[src/rtl/hub_linear_fold_ctrl.sv]
// hub_linear_fold_ctrl
// Sequencer for the folded hybrid-unary linear layer. It pulses the weight
// buffer load, then walks FOLD passes of 2**RWID bitstream cycles each. It
// clears the accumulator at the start of every pass and flips the
// double-buffer select once per frame. After waiting LAT cycles for the
// adder tree and activation to settle, it pulses done.
//
// Optional feature macro: HUB_FOLD_CTRL_PERF_EN (adds the perf_cnt port/counter)
//
// Ports:
//   clk      in   clock, rising edge
//   rst      in   synchronous active-high reset
//   start    in   frame request, honoured only in IDLE
//   busy     out  high from LOAD through DONE
//   load     out  one-cycle weight-buffer load pulse
//   part     out  [PWID] active fold index
//   clear    out  accumulator clear on the first cycle of each pass
//   sel      out  double-buffer select, toggles once per frame
//   done     out  one-cycle pulse, layer output valid
//   perf_cnt out  [32] frame cycle count (HUB_FOLD_CTRL_PERF_EN only)
module hub_linear_fold_ctrl #(
  parameter int FOLD = 2,
  parameter int RWID = 10,
  parameter int LAT  = 4,
  parameter int PWID = (FOLD > 1) ? $clog2(FOLD) : 1
) (
  input  logic            clk,
  input  logic            rst,
  input  logic            start,
  output logic            busy,
  output logic            load,
  output logic [PWID-1:0] part,
  output logic            clear,
  output logic            sel,
  output logic            done
`ifdef HUB_FOLD_CTRL_PERF_EN
  ,
  output logic [31:0]     perf_cnt
`endif
);

  localparam int DWID = (LAT > 0) ? $clog2(LAT + 1) : 1;

  localparam logic [RWID:0]   CNT_LAST   = {1'b0, {RWID{1'b1}}};
  localparam logic [PWID-1:0] PART_LAST  = PWID'(FOLD - 1);
  localparam logic [DWID-1:0] DRAIN_LAST = (LAT > 0) ? DWID'(LAT - 1) : '0;

  typedef enum logic [2:0] {
    IDLE,
    LOAD,
    RUN,
    DRAIN,
    DONE
  } state_t;

  state_t          state, state_n;
  logic [RWID:0]   cnt, cnt_n;
  logic [PWID-1:0] part_n;
  logic [DWID-1:0] drain, drain_n;
  logic            sel_n;

  always_comb begin
    state_n = state;
    cnt_n   = cnt;
    part_n  = part;
    drain_n = drain;
    sel_n   = sel;
    unique case (state)
      IDLE: begin
        cnt_n  = '0;
        part_n = '0;
        if (start) state_n = LOAD;
      end
      LOAD: begin
        cnt_n   = '0;
        part_n  = '0;
        state_n = RUN;
      end
      RUN: begin
        if (cnt == CNT_LAST) begin
          cnt_n = '0;
          if (part == PART_LAST) begin
            sel_n   = ~sel;
            drain_n = '0;
            state_n = (LAT == 0) ? DONE : DRAIN;
          end else begin
            part_n = part + 1'b1;
          end
        end else begin
          cnt_n = cnt + 1'b1;
        end
      end
      DRAIN: begin
        if (drain == DRAIN_LAST) state_n = DONE;
        else                     drain_n = drain + 1'b1;
      end
      DONE: begin
        part_n  = '0;
        state_n = IDLE;
      end
      default: state_n = IDLE;
    endcase
  end

  // Outputs are registered from the next-state values so each one lines up
  // with the state it describes; part and clear change on the same edge.
  always_ff @(posedge clk) begin
    if (rst) begin
      state <= IDLE;
      cnt   <= '0;
      part  <= '0;
      drain <= '0;
      sel   <= 1'b0;
      busy  <= 1'b0;
      load  <= 1'b0;
      clear <= 1'b0;
      done  <= 1'b0;
    end else begin
      state <= state_n;
      cnt   <= cnt_n;
      part  <= part_n;
      drain <= drain_n;
      sel   <= sel_n;
      busy  <= (state_n != IDLE);
      load  <= (state_n == LOAD);
      clear <= (state_n == RUN) && (cnt_n == '0);
      done  <= (state_n == DONE);
    end
  end

`ifdef HUB_FOLD_CTRL_PERF_EN
  // Reads 0 on LOAD, and counts the busy cycles before it. It holds the
  // frame length from DONE until the next LOAD.
  always_ff @(posedge clk) begin
    if (rst) begin
      perf_cnt <= '0;
    end else if (state_n == LOAD) begin
      perf_cnt <= '0;
    end else if ((state != IDLE) && (state_n != IDLE)) begin
      perf_cnt <= perf_cnt + 32'd1;
    end
  end
`endif

endmodule

[config.mk]
export PLATFORM = sky130hd
export DESIGN_NAME = hub_linear_fold_ctrl
export DESIGN_NICKNAME = d
export VERILOG_FILES = /design/src/rtl/hub_linear_fold_ctrl.sv
export SDC_FILE = /design/constraint.sdc
export NUM_CORES = 1
export LEC_CHECK = 0
export ABC_CLOCK_PERIOD_IN_PS = 3350
export BUFFER_PORTS_ARGS = -buffer_cell sky130_fd_sc_hd__buf_4
export CAP_MARGIN = 25
export CELL_PAD_IN_SITES_DETAIL_PLACEMENT = 1
export CELL_PAD_IN_SITES_GLOBAL_PLACEMENT = 2
export CORE_ASPECT_RATIO = 0.5
export CORE_MARGIN = 4
export CORE_UTILIZATION = 40
export CTS_BUF_LIST = sky130_fd_sc_hd__clkbuf_4 sky130_fd_sc_hd__clkbuf_8
export CTS_CLUSTER_DIAMETER = 60
export DETAILED_ROUTE_END_ITERATION = 7
export PLACE_DENSITY = 0.92
export SLEW_MARGIN = 5
export SYNTH_ARGS = -nofsm -noshare
export SYNTH_HDL_FRONTEND = slang
export SYNTH_SLANG_ARGS = --single-unit
[constraint.sdc]
create_clock -name clk -period 3.35 [get_ports clk]
set_clock_uncertainty 0.2 [all_clocks]
set_input_delay 0 -clock clk [delete_from_list [all_inputs] [get_ports clk]]
set_output_delay 0 -clock clk [all_outputs]
set_load 0.005 [all_outputs]
==> results of run 1 <==
==> routing by layer <==
metal	vias up	global-route usage [%]	share of wire, %
met2	35	28.0	48
met4	0	3.47	1.0
li1	595	-	-
met1	601	23.3	46
met5	-	0	0
met3	8	4.75	5.1
==> worst max-delay path by stage <==
stage / start / end / slack, ns / depth (start not counted)
after floorplan: state[2] / load / 1.05 / 8
after global placement: state[2] / load / 0.90 / 5
after detailed placement: cnt[0] / clear / 0.84 / 6
after CTS: state[2] / state[0] / 0.46 / 5
after global routing: state[2] / state[0] / 0.31 / 5
final: state[2] / state[0] / 0.41 / 5
==> cell usage in the layout (no fill, tap or decap), types with 2 or more instances in the layout <==
cell type | Yosys | final
nor3b_1 | 5 | 5
nand3b_1 | 3 | 3
nand2b_1 | 2 | 2
nand2_1 | 10 | 10
mux2i_1 | 2 | 2
a311oi_1 | 2 | 2
or3_1 | 3 | 3
or4_1 | 3 | 3
nor4_1 | 3 | 3
ha_1 | 3 | 3
a21boi_0 | 2 | 2
clkbuf_8 | 0 | 3
a21o_1 | 2 | 2
nand3_1 | 4 | 4
and3_1 | 4 | 4
nor3_1 | 7 | 7
nor2_1 | 15 | 15
buf_4 | 0 | 9
a211oi_1 | 3 | 3
nand4_1 | 2 | 2
dfxtp_1 | 23 | 23
o21ai_0 | 4 | 4
xnor2_1 | 2 | 2
dlygate4sd3_1 | 0 | 3
a31oi_1 | 2 | 2
a22oi_1 | 2 | 2
or2_2 | 2 | 2
a21oi_1 | 11 | 11
inv_1 | 4 | 4
==> cells by family (layout without fill, tap and decap cells) <==
| logic type | after synthesis | in the layout |
|---|---|---|
| xor+xnor | 3 | 3 |
| fa+ha+maj | 3 | 3 |
| buf+inv | 17 | 20 |
| flops | 23 | 23 |
| compound gates | 38 | 38 |
| mux | 3 | 3 |
| simple gates | 72 | 72 |
==> registers in the layout (all words and copies together) (netlist names) <==
name and flops:
cnt 11, drain 3, state 3, busy 1, clear 1, done 1, load 1, part 1
sel 1
==> power by group through the flow <==
| stage | registers [uW] | clock network, uW | logic, uW |
|---|---|---|---|
| floorplan | 288 | 0 | 37.8 |
| global placement | 293 | 0 | 46.5 |
| detailed placement | 293 | 0 | 47.7 |
| CTS | 287 | 184 | 51.2 |
| global route | 288 | 201 | 55.2 |
| finish | 287 | 182 | 51.0 |
==> final cells by class <==
cell class / count / area, um^2
Clock inverter: 1 / 7.51
Inverter: 4 / 15.0
Fill cell: 377 / 1630
Sequential cell: 23 / 460
Timing Repair Buffer: 12 / 97.6
Tap cell: 40 / 50.0
Clock buffer: 3 / 41.3
Multi-Input combinational cell: 119 / 781
==> stage by stage <==
stage	utilization, %	area (um^2)	worst slack, ns
final	47.1	1450	0.414
after global routing	47.1	1450	0.306
after CTS	47.1	1450	0.459
after detailed placement	44.6	1370	0.842
after global placement	44.6	1370	0.903
after floorplan	-	1330	1.05
==> repair_timing <==
item / CTS / global route
hold buffers: 3 / 0
gates resized for setup: 0 / 0
hold endpoints to repair: 21 / 0
==> synthesized netlist by cell type (2+ instances only) <==
cell type | number | area [um^2]
or4_1 | 3 | 22.5
nand2_1 | 10 | 37.5
nor3_1 | 7 | 35.0
o21ai_0 | 4 | 20.0
inv_1 | 4 | 15.0
xnor2_1 | 2 | 17.5
nor4_1 | 3 | 18.8
and3_1 | 4 | 25.0
a22oi_1 | 2 | 15.0
a21oi_1 | 11 | 55.1
clkbuf_1 | 10 | 37.5
nand3b_1 | 3 | 22.5
dfxtp_1 | 23 | 460
nor2_1 | 15 | 56.3
or3_1 | 3 | 18.8
buf_6 | 3 | 33.8
nor3b_1 | 5 | 37.5
ha_1 | 3 | 37.5
mux2i_1 | 2 | 20.0
nand4_1 | 2 | 12.5
a311oi_1 | 2 | 17.5
or2_2 | 2 | 12.5
a21o_1 | 2 | 15.0
nand2b_1 | 2 | 12.5
a21boi_0 | 2 | 15.0
nand3_1 | 4 | 20.0
a31oi_1 | 2 | 12.5
a211oi_1 | 3 | 22.5
==> worst reg2reg max path, stage by stage (launching register included) <==
cell and delay [ns]:
dfxtp_1 0.51, or3b_1 0.60, or4_4 0.62, and2_4 0.20
a211oi_1 0.20, dlygate4sd3_1 0.57
==> impl_metrics.py, run 1 <==
metrics = {
    "route": {
        "first_iter_violations": 138,
        "route.antenna.remaining_nets": 0,
        "drt_drc_violations_left": 0,
        "wirelength_mm": 3.50,
        "first_pass_iters": 4,
        "drt-wirelength-per-cell_um": 17.3,
        "vias_per_cell": 6.13,
        "total_vias_in_the_final_route": 1239,
    },
    "cells_and_area": {
        "synthToLayoutAreaGrowth_pct": 9.42,
        "post_route_cells_drive_above_1_share_pct": 14.2,
        "count_of_non_filler_cells_in_the_finished_layout": 202,
        "num-nets-final": 169,
        "antenna_cells": 0,
    },
    "critical_path": {
        "startpoint_types": "flop",
        "worst-r2r-setup-slack_ns": 0.41,
        "reg2reg_depth": 5,
        "critical_path.top_delay_family": "simple AND/OR/NAND/NOR gates",
        "worstPathBufferInverterCount": 1,
        "critical_path.slowest_cell": "or4_4",
        "worst_path_maximum_fanout": 17,
        "timing.critical_path.cells": "or3b_1 > or4_4 > and2_4 > a211oi_1 > dlygate4sd3_1",
        "cp.required_ns": 3.37,
        "cp.arrival_ns": 2.96,
        "worstSetupEndpointType": "flop",
        "crit-reg2reg-capture": "state[0]",
        "critPathMaxStageDelay_ns": 0.61,
        "startpoint_to_endpoint_class_of_the_critical_path": "flop to flop",
        "critical_path.reg2reg.startpoint": "state[2]",
    },
    "floorplanning": {
        "i_o_pin_cnt": 9,
        "initial_utilization_pct": 43.1,
        "fp.coreArea_um2": 3080,
        "die_x_um": 89.5,
        "rows": 14,
        "dieArea_um2": 4360,
        "dieHeight_um": 48.7,
    },
    "global_route": {
        "antenna_found_initial": 0,
        "grt_pass1_vias": 1208,
        "grt_pass1_wl_mm": 5.89,
        "global_route.overflow_total": 0,
        "grt_use_total_pct": 17.4,
        "grt_start_max_net_pins": 23,
    },
    "worst_hold_path": {
        "hold_end": "part",
        "holdCritStartpoint": "part",
        "worst_hold_path.num_cells": 2,
        "timing.hold.worst.class": "flop to flop",
    },
    "logic_synthesis": {
        "yosysSeqAreaShare_pct": 34.7,
        "muxShareOfSynthArea_pct": 2.36,
        "asyncSetResetFlopFracSynth_pct": 0,
        "yosys_warnings": 0,
        "synth_edf_count": 0,
        "synth_register_bits": 23,
        "synth_top_family_by_area": "simple AND/OR/NAND/NOR gates",
        "post_synth_xor_area_fraction_pct": 1.98,
        "yosys_most_used_dff": "dfxtp_1",
        "mappedNetlistArea_um2": 1330,
        "postSynthNetCount": 165,
        "yosys.area_share.adder_pct": 2.83,
        "post_synth_and_or_nand_nor_area_fraction_pct": 31.8,
        "synth_compound_gate_area_share_pct": 19.9,
        "synth_cells": 159,
        "yosysUniqueCellTypes": 49,
        "syn-mean-instance-area_um2": 8.35,
    },
    "sta": {
        "max_freq_ghz": 0.341,
        "fin_setup_tns_ns": 0,
        "tightestPinTransition_ns": 0.609,
        "relSlewSlack_pct": 59.3,
        "period_needed_ns": 2.94,
        "final.hold.worst_slack_ns": 0.299,
        "drv_slew": 0,
        "report.final.setup_viol": 0,
        "hold_viol": 0,
        "rsz0062_at_grt": "false",
        "finalCritPeriodShare_pct": 87.6,
    },
    "clocking": {
        "tritoncts_clock_tree": "done",
        "clk-insertion-delay-late_ns": 0.27,
        "clkSlewWorstSetupHoldPaths_ns": 0.09,
        "cts_buffers": 3,
        "number_of_clock_sinks": 23,
        "clock_tree.root_cell": "clkbuf_8",
        "deepest_clock_path_buffer_count": 2,
        "post-cts-setup-buffer-count": 0,
        "clock_tree.htree_level_count": 1,
    },
    "power": {
        "power_density_nw_per_um2": 358,
        "switchingPower_uw": 134,
        "share_seq_of_total_power_pct": 55.2,
        "pwr-share-clk_pct": 34.9,
        "power.leakage_uw": 0.000527,
        "ir_drop_mv": 0.217,
        "totalPowerFinal_uw": 520,
        "p_int_uw": 387,
        "combinationalPowerShare_pct": 9.8,
        "power.switching_fraction_pct": 25.7,
    },
    "placed_design": {
        "gpl.final_weighted_congestion": 0.827,
        "placedCellCount": 195,
        "buffer_ports.inserted": 8,
        "dp.final_hpwl_mm": 2.51,
    },
    "status": {
        "outcome": "completed",
    },
    "flow_run": {
        "drv.max_cap_violation_count": 0,
    },
}
Power figures use the tool's default switching activity.
==> run 2: changes to the inputs <==
--- a/config.mk
+++ b/config.mk
@@ -10,7 +10,7 @@
 export CAP_MARGIN = 25
 export CELL_PAD_IN_SITES_DETAIL_PLACEMENT = 1
 export CELL_PAD_IN_SITES_GLOBAL_PLACEMENT = 2
-export CORE_ASPECT_RATIO = 0.5
+export CORE_ASPECT_RATIO = 1.5
 export CORE_MARGIN = 4
 export CORE_UTILIZATION = 40
 export CTS_BUF_LIST = sky130_fd_sc_hd__clkbuf_4 sky130_fd_sc_hd__clkbuf_8
==> run 2 against run 1 <==
Wire length rose by 2.7%; critical endpoint unchanged; combinational power about the same; critical path depth is the same; die area down 0.85%; highest routed layer unchanged; fmax up 0.76%; non-clock buffer count is the same; utilization shrank 1.1 points; global-route usage increased by 1.5 points.
==> impl_metrics.py, run 2 (synthesis gave the netlist of run 1 again) <==
metrics = {
    "cells_and_area": {
        "post_route_cells_drive_above_1_share_pct": 14.2,
        "max_flop_register": "cnt",
        "leading_registers_by_flop_count": "cnt x11, drain x3, state x3",
        "regArea_um2": 460,
        "synthToLayoutAreaGrowth_pct": 9.42,
        "n_fill_cell": 389,
        "num-nets-final": 169,
        "multiInputGateArea_um2": 781,
        "largest_register_ff_count": 11,
        "antenna_cells": 0,
        "layout_commonest_cell": "dfxtp_1",
        "layout_common_cells": "dfxtp_1 (23), nor2_1 (15), a21oi_1 (11), nand2_1 (10), buf_4 (9)",
    },
    "power": {
        "power.leakage_uw": 0.000531,
        "pwr-share-clk_pct": 35.1,
        "p_int_uw": 395,
        "power_density_nw_per_um2": 359,
        "power.switching_fraction_pct": 24.2,
        "combinationalPowerShare_pct": 9.8,
        "totalPowerFinal_uw": 522,
        "switchingPower_uw": 126,
        "ir_drop_mv": 0.245,
        "share_seq_of_total_power_pct": 55.0,
    },
    "global_route": {
        "grt_pass1_wl_mm": 5.97,
        "grt_pass1_vias": 1234,
        "global_route.overflow_total": 0,
        "grt_use_total_pct": 18.9,
        "grt_start_max_net_pins": 23,
        "antenna_found_initial": 0,
    },
    "placed_design": {
        "buffer_ports.inserted": 8,
        "gpl.final_weighted_congestion": 0.858,
        "dp.final_hpwl_mm": 2.55,
    },
    "sta": {
        "tightestPinTransition_ns": 0.558,
        "period_needed_ns": 2.91,
        "hold_viol": 0,
        "rsz0062_at_grt": "false",
        "report.final.setup_viol": 0,
        "fin_setup_tns_ns": 0,
        "finalCritPeriodShare_pct": 87.0,
        "drv_slew": 0,
        "max_freq_ghz": 0.343,
        "relSlewSlack_pct": 62.8,
    },
    "route": {
        "total_vias_in_the_final_route": 1204,
        "drt_drc_violations_left": 0,
        "first_pass_iters": 4,
        "first_iter_violations": 31,
        "drt-wirelength-per-cell_um": 17.8,
        "wirelength_mm": 3.59,
        "vias_per_cell": 5.96,
        "route.antenna.remaining_nets": 0,
    },
    "floorplanning": {
        "rows": 25,
        "die_x_um": 55.0,
        "i_o_pin_cnt": 9,
        "fp.coreArea_um2": 3160,
        "dieArea_um2": 4320,
        "initial_utilization_pct": 42.0,
        "dieHeight_um": 78.6,
    },
    "critical_path": {
        "reg2reg_depth": 5,
        "worst-r2r-setup-slack_ns": 0.44,
        "worstSetupEndpointType": "flop",
        "startpoint_types": "flop",
        "critical_path.reg2reg.startpoint": "state[2]",
        "startpoint_to_endpoint_class_of_the_critical_path": "flop to flop",
        "worst_path_maximum_fanout": 17,
        "cp.arrival_ns": 2.93,
        "cp.required_ns": 3.36,
        "crit-reg2reg-capture": "state[0]",
    },
    "status": {
        "outcome": "completed",
    },
    "clocking": {
        "clk-insertion-delay-late_ns": 0.26,
        "tritoncts_clock_tree": "done",
        "clock_tree.root_cell": "clkbuf_8",
        "deepest_clock_path_buffer_count": 2,
        "cts_buffers": 3,
        "cts_repair_resize_count": 0,
        "clkSlewWorstSetupHoldPaths_ns": 0.08,
        "clock_tree.htree_level_count": 1,
        "number_of_clock_sinks": 23,
        "post-cts-setup-buffer-count": 0,
    },
    "worst_hold_path": {
        "timing.hold.worst.class": "flop to flop",
        "holdCritStartpoint": "part",
        "worst_hold_path.num_cells": 2,
        "hold_end": "part",
    },
    "flow_run": {
        "drv.max_cap_violation_count": 0,
    },
}
==> run 2: worst max-delay path, cell delays in order (launching register included) <==
cell and delay [ns]:
dfxtp_1 0.49, or3b_1 0.56, or4_4 0.60, and2_4 0.21
a211oi_1 0.22, dlygate4sd3_1 0.58
==> run 2: area by class of cell <==
type / instances / area share [%]
Timing Repair Buffer: 12 / 6.72
Tap cell: 40 / 3.45
Multi-Input combinational cell: 119 / 53.7
Inverter: 4 / 1.03
Clock buffer: 4 / 3.36
Sequential cell: 23 / 31.7
==> run 2: per-layer routing <==
metal	vias up	routed length, um	GRT usage [%]
met5	-	0	0
met4	0	150	9.49
met3	13	57	2.28
met2	17	1920	32.6
met1	581	1470	21.6
li1	593	-	-
==> run 2: metrics by stage <==
step                std cells  hold slack (ns)  cell area (um^2)  util [%]  setup WS [ns]
floorplan                 159           -0.126              1330         -           1.05
global placement          195            0.122              1370      43.5          0.944
detailed placement        195            0.129              1370      43.5          0.906
CTS                       202            0.306              1450      46.0          0.485
global route              202            0.327              1450      46.0          0.282
finish                    202            0.301              1450      46.0          0.436
==> run 2: power groups by stage <==
stage                     Combinational [uW]  Sequential [uW]  Clock (uW)
final                                   51.3              287         183
after global routing                    57.5              288         203
after CTS                               51.7              287         185
after detailed placement                47.4              293           0
after global placement                  46.3              293           0
after floorplan                         37.8              288           0
==> run 2: worst max path at each step <==
| stage | slack (ns) | cells past startpoint | to | startpoint |
|---|---|---|---|---|
| after global placement | 0.94 | 5 | load | state[2] |
| after detailed placement | 0.91 | 5 | busy | state[1] |
| after floorplan | 1.05 | 8 | load | state[2] |
| final | 0.44 | 5 | state[0] | state[2] |
| after CTS | 0.48 | 5 | state[0] | state[1] |
| after global routing | 0.28 | 5 | state[0] | state[2] |
==> run 2: what timing repair did <==
item,4_1_cts,5_1_grt
endpoints found under the setup margin,0,0
endpoints found under the hold margin,21,0
hold buffers,3,0
==> run 3: changes to the inputs <==
--- a/config.mk
+++ b/config.mk
@@ -6,16 +6,16 @@
 export NUM_CORES = 1
 export LEC_CHECK = 0
 export ABC_CLOCK_PERIOD_IN_PS = 3350
-export BUFFER_PORTS_ARGS = -buffer_cell sky130_fd_sc_hd__buf_4
 export CAP_MARGIN = 25
 export CELL_PAD_IN_SITES_DETAIL_PLACEMENT = 1
 export CELL_PAD_IN_SITES_GLOBAL_PLACEMENT = 2
 export CORE_ASPECT_RATIO = 1.5
 export CORE_MARGIN = 4
-export CORE_UTILIZATION = 40
+export CORE_UTILIZATION = 42
 export CTS_BUF_LIST = sky130_fd_sc_hd__clkbuf_4 sky130_fd_sc_hd__clkbuf_8
 export CTS_CLUSTER_DIAMETER = 60
 export DETAILED_ROUTE_END_ITERATION = 7
+export DONT_BUFFER_PORTS = 1
 export PLACE_DENSITY = 0.92
 export SLEW_MARGIN = 5
 export SYNTH_ARGS = -nofsm -noshare
==> run 3 against run 2 <==
First-iteration DRC count up 23%; count of clock-buffer cells in the layout stayed put; total power fell by 0.21%; wire length down 2.4%; flip-flop and latch count is the same; critical path depth is 1 higher; critical path type unchanged; highest routed layer unchanged.
==> impl_metrics.py, run 3 (synthesis gave the netlist of run 1 again) <==
metrics = {
    "status": {
        "outcome": "completed",
    },
    "critical_path": {
        "timing.critical_path.cells": "or3b_1 > or4_4 > and2_4 > nor2b_4 > a211oi_2 > dlygate4sd3_1",
        "worstPathBufferInverterCount": 1,
        "critical_path.slowest_cell": "or4_4",
        "cp.arrival_ns": 3.00,
        "startpoint_to_endpoint_class_of_the_critical_path": "flop to flop",
        "worst-r2r-setup-slack_ns": 0.38,
        "worstSetupEndpointType": "flop",
        "critPathMaxStageDelay_ns": 0.60,
        "critical_path.top_delay_family": "simple AND/OR/NAND/NOR gates",
        "worst_path_maximum_fanout": 17,
        "startpoint_types": "flop",
        "cp.required_ns": 3.38,
    },
    "power": {
        "power_density_nw_per_um2": 374,
        "ir_drop_mv": 0.291,
        "power.leakage_uw": 0.000489,
    },
    "clocking": {
        "clk-insertion-delay-late_ns": 0.28,
        "clock_tree.root_cell": "clkbuf_8",
        "clock_tree.htree_level_count": 1,
        "post-cts-setup-buffer-count": 0,
        "cts_buffers": 3,
        "deepest_clock_path_buffer_count": 2,
        "number_of_clock_sinks": 23,
        "tritoncts_clock_tree": "done",
        "clkSlewWorstSetupHoldPaths_ns": 0.09,
    },
    "sta": {
        "final.hold.worst_slack_ns": 0.301,
        "relSlewSlack_pct": 42.0,
        "rsz0062_at_grt": "false",
        "hold_viol": 0,
        "report.final.setup_viol": 0,
        "drv_slew": 0,
        "finalCritPeriodShare_pct": 88.8,
        "period_needed_ns": 2.97,
        "tightestPinTransition_ns": 0.867,
        "fin_setup_tns_ns": 0,
        "max_freq_ghz": 0.336,
    },
    "route": {
        "first_iter_violations": 38,
        "drt_drc_violations_left": 0,
        "wirelength_mm": 3.50,
        "total_vias_in_the_final_route": 1204,
        "drt-wirelength-per-cell_um": 18.2,
        "vias_per_cell": 6.24,
        "route.antenna.remaining_nets": 0,
        "first_pass_iters": 4,
    },
    "global_route": {
        "grt_use_total_pct": 19.5,
        "grt_start_max_net_pins": 23,
        "grt_busiest_layer": "met2",
        "grt_pass1_wl_mm": 5.99,
        "grt.met3_usage_pct": 1.94,
        "groute.layer.met1.usage_pct": 20.7,
        "grt_pass1_vias": 1268,
        "grt_use_met2_pct": 35.0,
        "antenna_found_initial": 0,
        "global_route.overflow_total": 0,
    },
    "floorplanning": {
        "die_x_um": 53.9,
        "rows": 24,
        "i_o_pin_cnt": 9,
        "fp.coreArea_um2": 2970,
        "dieArea_um2": 4140,
        "dieHeight_um": 76.9,
        "initial_utilization_pct": 44.7,
    },
    "worst_hold_path": {
        "timing.hold.worst.class": "flop to flop",
    },
    "cells_and_area": {
        "antenna_cells": 0,
        "leading_registers_by_flop_count": "cnt x11, drain x3, state x3",
        "largest_register_ff_count": 11,
        "layout_commonest_cell": "dfxtp_1",
        "post_route_cells_drive_above_1_share_pct": 9.74,
        "synthToLayoutAreaGrowth_pct": 4.81,
        "n_fill_cell": 350,
        "count_of_non_filler_cells_in_the_finished_layout": 193,
        "num-nets-final": 161,
        "max_flop_register": "cnt",
        "layout_common_cells": "dfxtp_1 (23), nor2_1 (15), a21oi_1 (11), nand2_1 (10), nor3_1 (7)",
    },
    "placed_design": {
        "gpl.final_weighted_congestion": 0.821,
        "placedCellCount": 186,
        "buffer_ports.inserted": 0,
        "dp.final_hpwl_mm": 2.54,
    },
    "flow_run": {
        "drv.max_cap_violation_count": 0,
    },
}
[run 3: path summary, 6_finish.rpt]
check	startpoint	to	cells after the start
setup / recovery	state[2]	busy	6
hold / removal	part	part	2
setup reg to reg	state[2]	busy	6
hold reg to reg	part	part	2
[run 3: metrics by stage]
stage               power [uW]  worst slack (ns)  area (um^2)  utilization [%]
floorplan                  326              1.05         1330                -
global placement           329             0.966         1310             44.1
detailed placement         330             0.909         1310             44.1
CTS                        524             0.365         1390             46.8
global route               539             0.231         1390             46.8
finish                     520             0.376         1390             46.8
[run 3: layer usage]
layer / routed length (um) / up-vias
li1: - / 577
met1: 1350 / 583
met2: 1930 / 29
met3: 81 / 15
met4: 146 / 0
met5: 0 / -
[run 3: worst register-to-register path, delay by kind of cell (launching register included)]
family	cells	cell delay [ns]
buffers and inverters	1	0.57
flip-flops	1	0.48
AND/OR/NAND/NOR	4	1.49
AO/OA/AOI/OAI	1	0.19
[run 3: report_power, final]
part           internal, uW  switching, uW
sequential              279           7.99
clock                  93.4           96.2
combinational          18.8           25.0
[run 3: final cells by class]
type | count | area [um^2] | share of cell area [%]
multi-input cells | 119 | 781 | 56.1
flip-flops and latches | 23 | 460 | 33.1
clock buffers | 4 | 48.8 | 3.51
well taps | 39 | 48.8 | 3.51
repair buffers | 4 | 37.5 | 2.70
inverters | 4 | 15.0 | 1.08
[run 3: timing repair]
action,4_1_cts,5_1_grt
hold buffers,3,0
resized for setup,0,0
hold endpoints to repair,23,0
